**src/rtl/cmp_share_arb.sv**
```systemverilog
`timescale 1ns/1ps
// -----------------------------------------------------------------------------
// cmp_share_arb
//
// Shares one 32-bit branch comparator between two requesters (for example the
// ID-stage early-branch path and the EX-stage branch/slt path). The block picks
// one pending request per cycle round-robin and evaluates the compare. The
// 1-bit outcome, the requester id and the echoed tag go into a result register,
// which holds them until the consumer accepts.
//
// Ports
//   clk, rst_n             clock, asynchronous active-low reset
//   reqN_valid / reqN_ready  request handshake for requester N (N = 0, 1)
//   reqN_a, reqN_b         32-bit operands
//   reqN_ctrl              compare op:
//                            000 EQ, 001 NE, 100 LT, 101 GE,
//                            110 LTU, 111 GEU; 010/011 illegal -> 0
//   reqN_tag               opaque tag, echoed on resp_tag
//   resp_valid/resp_ready  result handshake
//   resp_c                 compare outcome
//   resp_id                requester that issued the result
//   resp_tag               tag of that request
//   resp_err               (only with CMP_SHARE_ARB_ERR_EN) set when the
//                          accepted ctrl was an illegal code
//
// Build option
//   CMP_SHARE_ARB_ERR_EN   adds the resp_err output
//
// state   | meaning
// --------+-------------------------------------------
// S_EMPTY | result register free, resp_valid = 0
// S_FULL  | result register holds an unconsumed result
// -----------------------------------------------------------------------------
module cmp_share_arb #(
    parameter int TAG_W = 4
) (
    input  logic             clk,
    input  logic             rst_n,

    input  logic             req0_valid,
    output logic             req0_ready,
    input  logic [31:0]      req0_a,
    input  logic [31:0]      req0_b,
    input  logic [2:0]       req0_ctrl,
    input  logic [TAG_W-1:0] req0_tag,

    input  logic             req1_valid,
    output logic             req1_ready,
    input  logic [31:0]      req1_a,
    input  logic [31:0]      req1_b,
    input  logic [2:0]       req1_ctrl,
    input  logic [TAG_W-1:0] req1_tag,

    output logic             resp_valid,
    input  logic             resp_ready,
    output logic             resp_c,
    output logic             resp_id,
    output logic [TAG_W-1:0] resp_tag
`ifdef CMP_SHARE_ARB_ERR_EN
    ,
    output logic             resp_err
`endif
);

    typedef enum logic {
        S_EMPTY = 1'b0,
        S_FULL  = 1'b1
    } state_t;

    state_t             state;
    logic               last_grant;

    logic               grant;
    logic               slot_open;
    logic               hs0;
    logic               hs1;
    logic               hs_any;

    logic [31:0]        sel_a;
    logic [31:0]        sel_b;
    logic [2:0]         sel_ctrl;
    logic [TAG_W-1:0]   sel_tag;

    logic               cmp_eq;
    logic               cmp_lt_s;
    logic               cmp_lt_u;
    logic               cmp_res;
    logic               cmp_illegal;

    // Grant depends only on the valids and the round-robin register, so a
    // requester never has to see ready before it raises valid.
    always_comb begin
        grant = 1'b0;
        if (req0_valid && req1_valid) begin
            grant = ~last_grant;
        end else if (req1_valid) begin
            grant = 1'b1;
        end
    end

    // A full register can take a new result in the same cycle that the
    // consumer drains the old one, which gives back-to-back throughput.
    assign slot_open = (state == S_EMPTY) || resp_ready;

    // Gating with rst_n keeps both readies low for the whole reset, even
    // though the state register already reads S_EMPTY.
    assign req0_ready = rst_n && slot_open && req0_valid && !grant;
    assign req1_ready = rst_n && slot_open && req1_valid &&  grant;

    assign hs0    = req0_valid && req0_ready;
    assign hs1    = req1_valid && req1_ready;
    assign hs_any = hs0 || hs1;

    always_comb begin
        if (grant) begin
            sel_a    = req1_a;
            sel_b    = req1_b;
            sel_ctrl = req1_ctrl;
            sel_tag  = req1_tag;
        end else begin
            sel_a    = req0_a;
            sel_b    = req0_b;
            sel_ctrl = req0_ctrl;
            sel_tag  = req0_tag;
        end
    end

    assign cmp_eq      = (sel_a == sel_b);
    assign cmp_lt_u    = (sel_a < sel_b);
    assign cmp_lt_s    = ($signed(sel_a) < $signed(sel_b));
    assign cmp_illegal = (sel_ctrl[2:1] == 2'b01);

    always_comb begin
        cmp_res = 1'b0;
        case (sel_ctrl)
            3'b000:  cmp_res = cmp_eq;
            3'b001:  cmp_res = ~cmp_eq;
            3'b100:  cmp_res = cmp_lt_s;
            3'b101:  cmp_res = ~cmp_lt_s;
            3'b110:  cmp_res = cmp_lt_u;
            3'b111:  cmp_res = ~cmp_lt_u;
            default: cmp_res = 1'b0;
        endcase
    end

    // Result FSM and round-robin pointer. last_grant moves only on a real
    // handshake, so a requester that is granted but blocked keeps its turn.
    always_ff @(posedge clk or negedge rst_n) begin
        if (!rst_n) begin
            state      <= S_EMPTY;
            last_grant <= 1'b1;
            resp_c     <= 1'b0;
            resp_id    <= 1'b0;
            resp_tag   <= '0;
`ifdef CMP_SHARE_ARB_ERR_EN
            resp_err   <= 1'b0;
`endif
        end else begin
            case (state)
                S_EMPTY: begin
                    if (hs_any) begin
                        state <= S_FULL;
                    end
                end
                S_FULL: begin
                    if (!hs_any && resp_ready) begin
                        state <= S_EMPTY;
                    end
                end
                default: state <= S_EMPTY;
            endcase

            if (hs_any) begin
                last_grant <= grant;
                resp_c     <= cmp_res;
                resp_id    <= grant;
                resp_tag   <= sel_tag;
`ifdef CMP_SHARE_ARB_ERR_EN
                resp_err   <= cmp_illegal;
`endif
            end
        end
    end

    assign resp_valid = (state == S_FULL);

`ifndef CMP_SHARE_ARB_ERR_EN
    // The illegal-code flag only reaches a port in the error-reporting
    // build; this keeps the net referenced in the default build.
    logic unused_illegal;
    assign unused_illegal = cmp_illegal;
`endif

endmodule
```
**config.mk**
```make
export PLATFORM = sky130hd
export DESIGN_NAME = cmp_share_arb
export DESIGN_NICKNAME = d
export VERILOG_FILES = /design/src/rtl/cmp_share_arb.sv
export SDC_FILE = /design/constraint.sdc
export NUM_CORES = 1
export LEC_CHECK = 0
export CORE_MARGIN = 1.5
export CORE_UTILIZATION = 36
export CTS_CLUSTER_SIZE = 10
export DETAILED_ROUTE_END_ITERATION = 8
export PLACE_DENSITY = 0.89
export RECOVER_POWER = 25
export SKIP_CTS_REPAIR_TIMING = 1
export SYNTH_ARGS = -nofsm -noshare
export SYNTH_HDL_FRONTEND = slang
export SYNTH_SLANG_ARGS = --single-unit
```
**constraint.sdc**
```tcl
create_clock -name clk -period 7.85 [get_ports clk]
set_input_delay 2.355 -clock clk [delete_from_list [all_inputs] [get_ports clk]]
set_output_delay 2.355 -clock clk [all_outputs]
set_load 0.02 [all_outputs]
```
==> results of run 1 <==
==> area by class of cell <==
class	count	area (um^2)	share of cell area (%)
multi-input combinational	180	1618	45.98
timing repair buffer	157	1567	44.52
sequential	8	201.4	5.725
tap	67	83.83	2.383
clock buffer	4	45.04	1.280
inverter	1	3.754	0.1067
==> flip-flops by register name (all words and copies together), names as in the netlist <==
| signal | flops |
|---|---|
| resp_c | 1 |
| resp_valid | 1 |
| resp_tag | 4 |
| resp_id | 1 |
| last_grant | 1 |
==> synth_stat cells (all sizes together) <==
library cell  count
ha               32
a221oi            2
a2111o            1
a21o              2
nor2b             1
and3              1
nand3             4
nor4              2
a211oi            2
xnor2             2
a21boi            1
o41ai             1
dfstp             1
o31ai             1
nor3              3
o211ai            2
and2              1
nand2            13
dfrtp             7
inv               1
clkbuf            1
mux2             32
a21oi            16
mux2i            38
nor2              5
nand4             8
o21ai             7
a31oi             1
xor2              1
nand2b            1
buf               8
==> tightest hold or removal path: stages, from the launching register on <==
cell,delay (ps)
dfrtp_1,330
nand2_1,50
o21ai_0,60
==> power groups by stage <==
stage          registers (uW)  logic, uW  clock network, uW
2_1_floorplan            66.3        139                  0
3_3_place_gp             58.4        258                  0
3_5_place_dp             58.6        265                  0
4_1_cts                  58.2        266               52.9
5_1_grt                  59.3        291               56.2
6_report                 58.2        264               51.5
==> through the flow <==
| stage | worst slack, ps | utilization (%) | power, uW | hold slack [ps] | cell area, um^2 |
|---|---|---|---|---|---|
| after global placement | 1316 | 71.64 | 316.5 | 463.6 | 3473 |
| final | 1285 | 72.57 | 373.4 | 477.5 | 3518 |
| after detailed placement | 1285 | 71.64 | 323.4 | 470.0 | 3473 |
| after global routing | 1138 | 72.57 | 407.0 | 496.4 | 3518 |
| after CTS | 1280 | 72.57 | 377.4 | 478.8 | 3518 |
| after floorplan | 2092 | - | 205.4 | 504.4 | 1861 |
==> kinds of logic (layout without fill, tap and decap cells) <==
kind of cell             Yosys count  count (layout)  synth area share, %
AO/OA/AOI/OAI                     36              36                13.38
XOR/XNOR                           3               3                1.412
adder cells (fa/ha/maj)           32              32                21.52
buffers and inverters             10             162                2.824
flip-flops                         8               8                10.83
multiplexers                      70              70                39.81
AND/OR/NAND/NOR                   39              39                10.22
==> metal layers <==
metal / routed length [um] / vias to the layer above
met1: 2276 / 975
met3: 380 / 4
li1: - / 1078
met5: 0 / -
met2: 3277 / 81
met4: 49 / 0
==> final timing paths <==
check | end | slack (ps)
worst max-delay path | req0_ready | 1290
worst min-delay path | resp_tag[0] | 480
worst max register to register | resp_c | 4440
worst min register to register | resp_tag[0] | 480
max in group asynchronous | last_grant | 5010
min in group asynchronous | resp_tag[3] | 2500
==> metrics.txt, run 1 <==
status=complete, no violations; Sequential Power Share=15.6%; nets@finish=530; CTS max path bufs=2; M2 GR Usage=40.81%; reg2reg start=last_grant; Hold Crit Class=flop to flop; detailed-route via count=2138; total core area=around 0.0048 mm^2; share of the synthesized area in the top cell type=21.52%; chip height=74.89 um; ratio of cells with drive above 1 in the final layout=12.86%; post-layout min period=6565 ps; WP data arrival=4210 ps; hold path cells=2; synth top area cells=ha_1 22%, mux2i_1 20%, mux2_2 19%, dfrtp_1 9.4%, a21oi_1 3.8%; RSZ-0062 raised after global routing=no; Ant. Diodes=0; Max FO, Critical Path=10; WL final=5.983 mm; CP cell instances=dlygate4sd3_1, and2_1, nand2_1, nor2_1, clkdlybuf4s50_1; Switching Share=34.81%; Warnings, synthesis=0; Inst Count DP=413; grt met3 use=2.544%; Post-Syn Area=0.001861 mm^2; #FFs+latches synth=8; Final GP Congestion=0.8291; Final ANT Viol Nets=0; slowest cell on the critical path=dlygate4sd3_1; die area=0.005609 mm^2; Final TNS setup=0 ps; area leader, netlist=ha_1; drc violations=0; die width=74.89 um; Cell Count, Final, Fillers Out=417; critical path class=input port to primary output; clock skew=4.143 ps; Crit. path cell count=5; Clock power frac=around 14%; Critical path buffers and inverters=2; largest net degree at the start of global routing=57; R2R cell count=11; relative slew slack=12.35%; Netlist cell types=34; Area growth, synth to finish=89.11%; Final Hold Fails=0; Worst Setup SP=rst_n; number of port buffers=about 160; HP Start=resp_tag[0]; average cell area after synthesis=9.397 um^2; htree depth=1; Slew @ Worst Pin=1301 ps; VDD IR max=just under 0.06 mV; WL/cell=14.35 um; Worst path top cell family by delay=buffers and inverters; commonest non-fill, non-tap cell in the layout=clkdlybuf4s50_1; initial drt markers=31; Post-Synthesis Cells=198; Peak Freq=152.3 MHz; hpwl dp=5.234 mm; final setup fails=0; CTS Buf Count=3; Mapped Nets=377; Tcrit/Tclk final=83.63%; Pre-antenna DRT Iters=4; vias in the first global route=around 2100; clock insertion delay at the later pin of the skew report=230 ps; Critical Path End Type=primary output; Leak=0.001441 uW; CP startpoint kind=input port; max cap viols=0; PwrDens=106.1 mW/mm^2; peak per-stage delay on the critical path=800 ps; io pins=between 150 and 200; Vias/cell=5.127; CTS clock-pin slew for the worst setup and hold paths=40 ps; GRT Max-Usage Layer=met2; total congestion overflow=0; Site Rows=25; Filler Cell Count=391; Worst Path Required=5500 ps; All-Layer GR Usage=20.37%; CTS tree=done; first-pass GRT wire length=8.942 mm; Max Transition Viols Final=0; Comb power frac=between 70% and 80%; Net Sw Power=130.0 uW; clk root buf=clkbuf_8; CTS Sinks=8; most frequent cells in the layout=154 x clkdlybuf4s50_1, 38 x mux2i_1, 32 x mux2_2, 32 x ha_1, 14 x a21oi_1; met1 usage=between 20% and 30%; initial core utilization=between 30% and 40%; Internal=243.5 uW; Seq/Total Area, Yosys=10.83%; initial antenna violation count=0
Note: power is estimated with default switching activity, not from simulation.
==> inputs of run 2 (changes only) <==
--- a/config.mk
+++ b/config.mk
@@ -6,10 +6,10 @@
 export NUM_CORES = 1
 export LEC_CHECK = 0
 export CORE_MARGIN = 1.5
-export CORE_UTILIZATION = 36
+export CORE_UTILIZATION = 33
 export CTS_CLUSTER_SIZE = 10
 export DETAILED_ROUTE_END_ITERATION = 8
-export PLACE_DENSITY = 0.89
+export PLACE_DENSITY = 0.82
 export RECOVER_POWER = 25
 export SKIP_CTS_REPAIR_TIMING = 1
 export SYNTH_ARGS = -nofsm -noshare
==> constraint.sdc (replaced) <==
create_clock -name clk -period 6.5 [get_ports clk]
set_input_delay 1.95 -clock clk [delete_from_list [all_inputs] [get_ports clk]]
set_output_delay 1.95 -clock clk [all_outputs]
set_load 0.02 [all_outputs]
==> metrics.txt, run 2 (synthesis gave the netlist of run 1 again) <==
number of port buffers=155 (unchanged); Internal=294.5 uW (+21%); Final Hold Fails=0 (unchanged); CTS Sinks=8 (unchanged); Clock power frac=13.9% (about the same); WP data arrival=3790 ps (-420 ps); Register Area=201.4 um^2 (unchanged); drc violations=0 (unchanged); die area=0.006097 mm^2 (+8.7%); Pre-antenna DRT Iters=4 (unchanged); All-Layer GR Usage=18.39% (-2.0 points); Max Transition Viols Final=0 (unchanged); Final GP Congestion=0.8860 (+6.9%); Net Sw Power=154.7 uW (+19%); largest net degree at the start of global routing=56 (-1.8%); Filler Cell Count=489 (+25%); initial antenna violation count=0 (unchanged); clock insertion delay at the later pin of the skew report=230 ps (about the same); nets@finish=531 (+0.19%); commonest non-fill, non-tap cell in the layout=clkdlybuf4s50_1; CTS max path bufs=2 (unchanged); Switching Share=34.43% (-0.38 points); multi-input logic area=0.001618 mm^2 (unchanged); overall power=449.1 uW (+20%); Worst Path Required=4550 ps (-950 ps); Vias/cell=5.132 (+0.10%); CTS tree=done; io pins=156 (unchanged); vias in the first global route=2168 (+3.9%); RSZ-0062 raised after global routing=no; Ant. Diodes=0 (unchanged); hpwl dp=5.037 mm (-3.8%); initial drt markers=50 (+61%); chip height=78.09 um (+4.3%); Final TNS setup=0 ps (unchanged); Top reg by flops=resp_tag; ratio of cells with drive above 1 in the final layout=13.11% (+0.25 points); Site Rows=27 (+8.0%); Sequential Power Share=15.5% (about the same); final setup fails=0 (unchanged); first-pass GRT wire length=9.246 mm (+3.4%); clock skew=4.535 ps (+0.3919 ps); WL/cell=13.76 um (-4.1%); most frequent cells in the layout=154 x clkdlybuf4s50_1, 38 x mux2i_1, 32 x mux2_2, 32 x ha_1, 14 x a21oi_1; critical path class=input port to primary output; detailed-route via count=2171 (+1.5%); total core area=0.005473 mm^2 (+13%); relative slew slack=48.78% (+36 points); Peak Freq=174.3 MHz; WL final=5.820 mm (-2.7%); status=complete, no violations; initial core utilization=34.00% (-4.4 points); Slew @ Worst Pin=768.4 ps (-532.7 ps); Hold Crit Class=flop to flop; PwrDens=127.2 mW/mm^2 (+20%); die width=78.09 um (+4.3%); max cap viols=0 (unchanged); CP startpoint kind=input port; total congestion overflow=0 (unchanged); number of flip-flops in the largest register=4 (unchanged); Tcrit/Tclk final=88.26%; Area growth, synth to finish=89.85%; Leak=0.001446 uW (+0.31%); Critical Path End Type=primary output; CTS Buf Count=3 (unchanged); htree depth=1 (unchanged); Max FO, Critical Path=10 (unchanged); VDD IR max=0.1041 mV (+75%); Comb power frac=70.6% (about the same); Final ANT Viol Nets=0 (unchanged); post-layout min period=5737 ps; clk root buf=clkbuf_8; CTS clock-pin slew for the worst setup and hold paths=40 ps (about the same)
==> run 2: cell types whose count changed in the layout (fill, tap and decap cells not counted), sizes merged <==
cell	before	now
buf	2	3
==> run 2: power by group through the flow <==
| stage | clock network, uW | registers, uW | logic (uW) |
|---|---|---|---|
| after floorplan | 0 | 80.0 | 168 |
| after global placement | 0 | 70.4 | 313 |
| after detailed placement | 0 | 70.4 | 319 |
| after CTS | 64.4 | 69.7 | 321 |
| after global routing | 67.0 | 71.0 | 352 |
| final | 62.4 | 69.5 | 317 |
==> run 2: worst paths after layout <==
kind / from / end / slack, ps / depth (start not counted)
worst min register to register: resp_tag[0] / resp_tag[0] / 490 / 2
max in group asynchronous: rst_n / last_grant / 4090 / 1
min in group asynchronous: rst_n / resp_tag[3] / 2090 / 1
worst max-delay path: rst_n / req0_ready / 760 / 5
worst max register to register: last_grant / resp_c / 3140 / 11
worst min-delay path: resp_tag[0] / resp_tag[0] / 490 / 2
==> run 2: cell type report <==
type                       instances  area share [%]
multi-input combinational        180           45.80
timing repair buffer             158           44.56
sequential                         8           5.703
tap                               72           2.550
clock buffer                       4           1.275
inverter                           1          0.1063
==> run 2: metrics by stage <==
step                      util, %  hold WS (ps)  cells  instance area [um^2]  setup slack [ps]
after CTS                   64.54         487.7    423                  3532             816.7
final                       64.54         486.2    423                  3532             763.2
after global routing        64.54         507.8    423                  3532             640.4
after floorplan                 -         504.4    198                  1861              1552
after global placement      63.72         463.7    419                  3487             847.9
after detailed placement    63.72         477.5    419                  3487             824.9
==> run 2: routing by layer <==
| metal | track usage, % | share of wire [%] |
|---|---|---|
| met1 | 20.79 | 39 |
| met2 | 34.09 | 50 |
| met3 | 3.256 | 7.4 |
| met4 | 6.964 | 3.3 |
| met5 | 0 | 0 |
==> run 2: worst max-delay path, stage by stage <==
cell             delay, ps
dlygate4sd3_1          780
and2_1                 250
nand2_1                 90
nor2_1                 100
clkdlybuf4s50_1        610
==> inputs of run 3 (changes only) <==
--- a/config.mk
+++ b/config.mk
@@ -11,6 +11,7 @@
 export DETAILED_ROUTE_END_ITERATION = 8
 export PLACE_DENSITY = 0.82
 export RECOVER_POWER = 25
+export SETUP_SLACK_MARGIN = 0.1
 export SKIP_CTS_REPAIR_TIMING = 1
 export SYNTH_ARGS = -nofsm -noshare
 export SYNTH_HDL_FRONTEND = slang
==> results of run 3 <==
No change in the layout: final DEF, timing and power equal those of run 2.
